## config.mk

```make
export PLATFORM = sky130hd
export DESIGN_NAME = ifu_fetch_ctrl
export DESIGN_NICKNAME = d
export VERILOG_FILES = /design/src/rtl/ifu_fetch_ctrl_pkg.sv /design/src/rtl/ifu_fetch_ctrl.sv
export SDC_FILE = /design/constraint.sdc
export NUM_CORES = 1
export LEC_CHECK = 0
export CAP_MARGIN = 25
export CORE_UTILIZATION = 44
export DETAILED_ROUTE_END_ITERATION = 7
export PLACE_DENSITY = 0.88
export SETUP_SLACK_MARGIN = 0.4
export SLEW_MARGIN = 20
export SYNTH_ARGS = -nofsm -noshare
export SYNTH_HDL_FRONTEND = slang
export SYNTH_SLANG_ARGS = --single-unit
```

## constraint.sdc

```tcl
create_clock -name clock -period 2.46 [get_ports clock]
set_input_delay 0.492 -clock clock [delete_from_list [all_inputs] [get_ports clock]]
set_output_delay 0.492 -clock clock [all_outputs]
set_load 0.02 [all_outputs]
```

## src/rtl/ifu_fetch_ctrl_pkg.sv

```systemverilog
// ifu_fetch_ctrl_pkg: shared IFU fetch state encoding and PC constants
package ifu_fetch_ctrl_pkg;
  typedef enum logic [1:0] {
    S_REQ  = 2'd0,
    S_WAIT = 2'd1,
    S_HOLD = 2'd2
  } fetch_state_t;
  localparam logic [31:0] RESET_PC_DEF = 32'h8000_0000;
  localparam logic [31:0] PC_INC       = 32'd4;
endpackage

```

## src/rtl/ifu_fetch_ctrl.sv

```systemverilog
// ifu_fetch_ctrl: single-outstanding instruction fetch FSM with redirect and response drop
module ifu_fetch_ctrl
  import ifu_fetch_ctrl_pkg::*;
#(
  parameter logic [31:0] RESET_PC = RESET_PC_DEF
) (
  input  logic        clock,
  input  logic        reset,
  output logic        mem_req_valid,
  input  logic        mem_req_ready,
  output logic [31:0] mem_req_addr,
  input  logic        mem_resp_valid,
  input  logic [31:0] mem_resp_data,
  output logic        out_valid,
  input  logic        out_ready,
  output logic [31:0] out_pc,
  output logic [31:0] out_inst,
  input  logic        redirect_valid,
  input  logic [31:0] redirect_pc
);
  fetch_state_t state, state_n;
  logic        drop, drop_n;
  logic [31:0] pc, pc_n;
  logic [31:0] inst_q, inst_n, opc_n;
  logic        in_req, in_wait, in_hold, hs, resp, latch;
  assign in_req        = state == S_REQ;
  assign in_wait       = state == S_WAIT;
  assign in_hold       = state == S_HOLD;
  assign hs            = in_req && mem_req_ready;
  assign resp          = in_wait && mem_resp_valid;
  assign latch         = resp && !drop && !redirect_valid;
  assign mem_req_valid = in_req;
  assign mem_req_addr  = pc;
  assign out_valid     = in_hold;
  assign out_inst      = in_hold ? inst_q : '0;
  always_comb begin
    state_n = state;
    drop_n  = drop;
    pc_n    = redirect_valid ? {redirect_pc[31:2], 2'b00}
            : (in_hold && out_ready) ? pc + PC_INC : pc;
    inst_n  = latch ? mem_resp_data : inst_q;
    opc_n   = latch ? pc : out_pc;
    case (state)
      S_REQ: begin
        state_n = hs ? S_WAIT : S_REQ;
        drop_n  = hs && redirect_valid;
      end
      S_WAIT: begin
        state_n = !mem_resp_valid ? S_WAIT : latch ? S_HOLD : S_REQ;
        drop_n  = mem_resp_valid ? 1'b0 : (drop || redirect_valid);
      end
      S_HOLD: state_n = (redirect_valid || out_ready) ? S_REQ : S_HOLD;
      default: begin
        state_n = S_REQ;
        drop_n  = 1'b0;
      end
    endcase
  end
  // Reset wins over redirect and handshakes; an in-flight response is simply forgotten.
  always_ff @(posedge clock) begin
    if (reset) begin
      state  <= S_REQ;
      drop   <= 1'b0;
      pc     <= RESET_PC;
      inst_q <= '0;
      out_pc <= '0;
    end else begin
      state  <= state_n;
      drop   <= drop_n;
      pc     <= pc_n;
      inst_q <= inst_n;
      out_pc <= opc_n;
    end
  end
endmodule
```

Word-level counts from Yosys, hierarchy flattened. Cells that the tools add are included.

Reductions and logical operators: 13. Eq/ne operators: 2. Muxes and demuxes: 10. Add/sub/neg operators: 1.

Operators by type and width (number): $mux W32 (3); $add A32 B3 Y32 const B (1); $logic_and A1 B1 Y1 (6); $mux W2 (3); $pmux W2 S3 (1); $pmux W1 S3 (1); $eq A2 B1 Y1 const B (1); $eq A2 B2 Y1 const B (1); $logic_not A1 Y1 (2); $logic_not A2 Y1 (1); $logic_or A1 B1 Y1 (2); $mux W1 (2); $reduce_bool A2 Y1 (1); $reduce_or A2 Y1 (1).

Output and inout port bits: 98. Register bits: 99. Bits of input ports: 70. Word-level logic and storage cells: 32.

Logic depth before layout (Yosys ltp).
Depth in word-level cells: 7. Gate-level depth with buffers: 7. Mapped depth without buffers: 5.

Worst setup path after synthesis. OpenSTA, ideal clock, no wires.

Kind: flip-flop to flip-flop. Start: register pc[7], in the netlist mem_req_addr[7]. End: register pc[26], in the netlist mem_req_addr[26]. Clock period less this slack: 2.156 ns. Buffers on the path: 1. Data arrival time: 2.066 ns. Setup slack: 0.304 ns. Required time: 2.369 ns. Library setup time: 0.091 ns. Stages on the path, launching flop included: 6. Cell sequence: dfxtp_1 > buf_2 > nand3_1 > or4_4 > or4b_1 > a311oi_1.

Word-level cells in the longest chain between the ends: 3.

RTL lines: from (decl) (RTL line ifu_fetch_ctrl.sv:23) `logic [31:0] pc, pc_n;`; from (signal assigned) (RTL line ifu_fetch_ctrl.sv:70) `pc <= pc_n;`; $add A32 B3 Y32 (RTL line ifu_fetch_ctrl.sv:40) `: (in_hold && out_ready) ? pc + PC_INC : pc;`; $mux W32 (RTL line ifu_fetch_ctrl.sv:40); $mux W32 (RTL line ifu_fetch_ctrl.sv:39) `pc_n = redirect_valid ? {redirect_pc[31:2], 2'b00}`.

No other way between the ends. The select of a mux whose other input is x is not followed. A chain may end at the register's enable or synchronous reset.

Final worst setup path.
Start: register pc[10], in the netlist mem_req_addr[10]. End: register pc[29], in the netlist mem_req_addr[29].

The elaborated chain is that of the path after synthesis.

==> out/results.env <==
CORE_REGION_AREA_UM2=9729
AVGROUTEDWIREPERCELL_UM=16.13
FINAL_LAYOUT_SIZE_SUFFIX_GT1_SHARE_PCT=16.15
YS_FF_LATCH=95
GR-TOTAL-OVERFLOW=0
SYN_INST=568
NETLIST_AREA_PRE_PLACE_UM2=4382
SETUP.WORST_PATH.END_CLASS='flop'
PLACE.DETAILED.INSTANCES=844
DOMINANTREGCELLSYNTH='sky130_fd_sc_hd__dfxtp_1'
SEQUENTIAL_TO_TOTAL_AREA_SHARE_FROM_YOSYS_STAT_PCT=43.40
CLOCK_LATENCY_NS=0.36
HOLD_PATH_DEPTH=2
FIN_CRIT_SH_PCT=82.05
CTS-ROOT-BUF='sky130_fd_sc_hd__clkbuf_8'
CRITICAL_PATH_CLASS='flop to flop'
TIMING.MAX_SLEW.REL_SLACK_PCT=56.67
ANTENNA_CELLS=0
PWR_DENS_nW_PER_UM2=473.7
DRT.ANTENNA.VIOLATING_NETS=0
CRITICAL_PATH_ARRIVAL_NS=2.24
VIAS_PER_CELL=5.536
DP_WORST_SETUP_SLACK_NS=-0.1614
POST-ROUTE-DRC-COUNT=0
PLACE_HPWL_UM=9733
SETUP_TOTAL_NEGATIVE_SLACK_NS=0
CLOCK_TREE_FROM_TRITONCTS='built'
REGAREA_UM2=1952
CRITICAL_PATH.STARTPOINT_TYPE='flop'
IRDROPWORSTVDD_uV=254.0
H-TREE-DEPTH=3
STATUS='completed'
MAX_FREQ_MHz=495.4
LARGEST_DRIVER_FANOUT_ON_THE_CRITICAL_PATH=5
STARTING_DENSITY_OF_THE_CORE_PCT=45.04
CRIT_REQUIRED_NS=2.68
GRT_ANTENNA_BEFORE_REPAIR=0
FILLERINSTANCES=815
FLOORPLAN.DIE.HEIGHT_UM=101.8
WORST_CLOCK_SKEW_NS=0.01318
POWER_LEAKAGE_uW=0.002253
MULTI_INPUT_AREA_UM2=2305
AREA_GROWTH_FROM_SYNTHESIS_TO_LAYOUT_PCT=49.57
SYNTHESIS.YOSYS.WARNINGS=0
POST_SYNTH_NUM_CELL_TYPES=50
DESIGN_POWER_TOTAL_uW=3105
WORST-R2R-CELL-COUNT=5
REPORT.FINAL.SETUP_VIOL=0
FLOORPLAN.ROWS=36
GRT_PASS1_VIAS=4571
ASYNC_FLOP_SHARE_PCT=0
TIMING.HOLD.WORST.CLASS='flop to flop'
FIN_HOLD_WS_NS=0.4546
DRT-TOTAL-WL_UM=14030
IO_PINS=168
SETUP_REPAIR_AFTER_GLOBAL_ROUTING_MISSED_ITS_MARGIN='yes'
DETAIL_ROUTE.FIRST_PASS.ITERATIONS=5
SLEW_OF_THE_PIN_WITH_THE_LOWEST_SLEW_MARGIN_NS=0.6336
NUMBER_OF_BUFFERS_BETWEEN_CLOCK_ROOT_AND_THE_DEEPEST_SINK=2
DIEAREA_UM2=10360
LAYOUT.CELLS.NON_FILLER=870
TIMING.FINAL.HOLD_VIOLATIONS=0
CLK_PIN_SLEW_WORST_PATHS_NS=0.10
SYN-MEAN-INSTANCE-AREA_UM2=7.714
MAXSLEWVIOLCOUNT=0
DETAILROUTE.VIA_COUNT=4816
DR.FIRST_ITER.DRC_COUNT=257
FINISH.NET_COUNT=803
GRT_USE_TOTAL_PCT=26.66
DIE_X_UM=101.8
CTS_BUFFERS=9
CLOCK_SINKS=95
GRT_FIRST_PASS_WIRELENGTH_UM=21730
TIMING.FINAL.CRIT_PERIOD_NS=2.019
MAX_CAP_VIOL_COUNT=0
GP_ROUTABILITY_CONGESTION=0.8533
SYNTH-EDFF-COUNT=0
FINAL_CRITICAL_PATH_SETUP_SLACK_NS=0.4415
GRT_MAX_DEGREE=53
IO_BUFFER_COUNT=161
-- per-stage QoR --
step	util (%)	cell area [um^2]
final	67.36	6554
after global routing	67.36	6554
after CTS	66.46	6466
after detailed placement	63.88	6215
after global placement	63.88	6215
after floorplan	-	4409
-- synth_stat cells (3+ instances only) --
cell / n / area share, %
sky130_fd_sc_hd__or3_1: 10 / 1.4
sky130_fd_sc_hd__a21oi_1: 64 / 7.3
sky130_fd_sc_hd__and2_1: 35 / 5.0
sky130_fd_sc_hd__a311oi_1: 11 / 2.2
sky130_fd_sc_hd__nor4_1: 10 / 1.4
sky130_fd_sc_hd__and3_1: 3 / 0.43
sky130_fd_sc_hd__o31ai_1: 5 / 0.86
sky130_fd_sc_hd__o21ai_0: 10 / 1.1
sky130_fd_sc_hd__nand2_1: 148 / 13
sky130_fd_sc_hd__o41ai_1: 3 / 0.60
sky130_fd_sc_hd__nand4b_1: 4 / 0.80
sky130_fd_sc_hd__clkbuf_1: 40 / 3.4
sky130_fd_sc_hd__inv_1: 9 / 0.77
sky130_fd_sc_hd__nor2_1: 25 / 2.1
sky130_fd_sc_hd__buf_2: 5 / 0.57
sky130_fd_sc_hd__dfxtp_1: 95 / 43
sky130_fd_sc_hd__nand4_1: 8 / 1.1
sky130_fd_sc_hd__buf_4: 4 / 0.69
sky130_fd_sc_hd__a211oi_1: 8 / 1.4
sky130_fd_sc_hd__nand3_1: 9 / 1.0
sky130_fd_sc_hd__xnor2_1: 8 / 1.6
sky130_fd_sc_hd__and4_1: 5 / 1.0
sky130_fd_sc_hd__or4_1: 7 / 1.2
sky130_fd_sc_hd__nor3_1: 8 / 0.91
sky130_fd_sc_hd__a31oi_1: 5 / 0.71
-- path summary, 6_finish.rpt --
kind | from | to | slack [ns]
max | mem_req_addr[10] | mem_req_addr[29] | 0.44
min | inst_q[15] | inst_q[15] | 0.45
min reg2reg | inst_q[15] | inst_q[15] | 0.45
max reg2reg | mem_req_addr[10] | mem_req_addr[29] | 0.44
-- where the power goes --
part | internal (uW) | total, uW | switching (uW)
logic | 246 | 480 | 233
clock network | 376 | 955 | 579
registers | 1590 | 1670 | 78.1
-- logic make-up (layout without fill, tap and decap cells) --
| kind of cell | count (synthesis) | in the layout | share of synthesized area [%] |
|---|---|---|---|
| other | 1 | 4 | 0.08558 |
| adders and majority gates | 1 | 1 | 0.2855 |
| DFF | 95 | 95 | 43.40 |
| xor gates and xnor gates | 9 | 9 | 1.799 |
| AOI/OAI and AO/OA | 120 | 120 | 17.19 |
| buffers and inverters | 59 | 224 | 5.539 |
| and+or+nand+nor | 283 | 284 | 31.70 |
-- cell usage in the layout, fill, tap and decap left out, drive strengths merged, types with 2 or more instances in the layout --
cell type,n
nor4,11
a221oi,2
conb,4
or4b,2
buf,45
dlygate4sd2,3
nor3,8
clkinv,3
a2111oi,2
o211a,2
and4,5
dfxtp,95
or3,10
o31ai,5
nor2,25
xnor2,8
a211oi,8
inv,12
clkbuf,11
nand2,148
a31oi,5
a21oi,64
nand4b,4
or4,9
clkdlybuf4s15,24
o41ai,3
nand4,9
o21ai,10
and2,35
and3,3
clkdlybuf4s50,122
dlymetal6s2s,3
a311oi,11
nand3,10
-- sequential cells by signal, summed over array words and instances (netlist names) --
| signal | count |
|---|---|
| drop | 1 |
| inst_q | 32 |
| state | 2 |
| out_pc | 30 |
| mem_req_addr | 30 |
-- per-layer routing --
| metal | global-route usage (%) | routed length (um) | up-vias |
|---|---|---|---|
| li1 | - | - | 2297 |
| met1 | 32.15 | 5545 | 2271 |
| met2 | 45.69 | 7087 | 217 |
| met3 | 5.797 | 1076 | 31 |
| met4 | 11.37 | 324 | 0 |
| met5 | 0 | 0 | - |
-- layout make-up --
type                            instances  area share, %
Clock buffer                           10          1.947
Clock inverter                          6         0.6682
Sequential cell                        95          29.78
Tap cell                              133          2.539
Inverter                               10         0.5727
Multi-Input combinational cell        418          35.17
Timing Repair Buffer                  198          29.32
-- what timing repair did --
item	CTS	global route
endpoints found under the setup margin	44	47
buffers inserted	2	7
resized for setup	107	34
hold buffers	0	0
cloned	0	1
pin swaps	1	5
hold endpoints to repair	0	0
-- critical path, cell delays in order, from the launching register on --
cell	delay, ns
sky130_fd_sc_hd__dfxtp_1	0.42
sky130_fd_sc_hd__nand4_1	0.20
sky130_fd_sc_hd__buf_4	0.19
sky130_fd_sc_hd__or4_2	0.64
sky130_fd_sc_hd__o31ai_1	0.30
sky130_fd_sc_hd__a311oi_1	0.12
(Power assumes the default switching activity.)
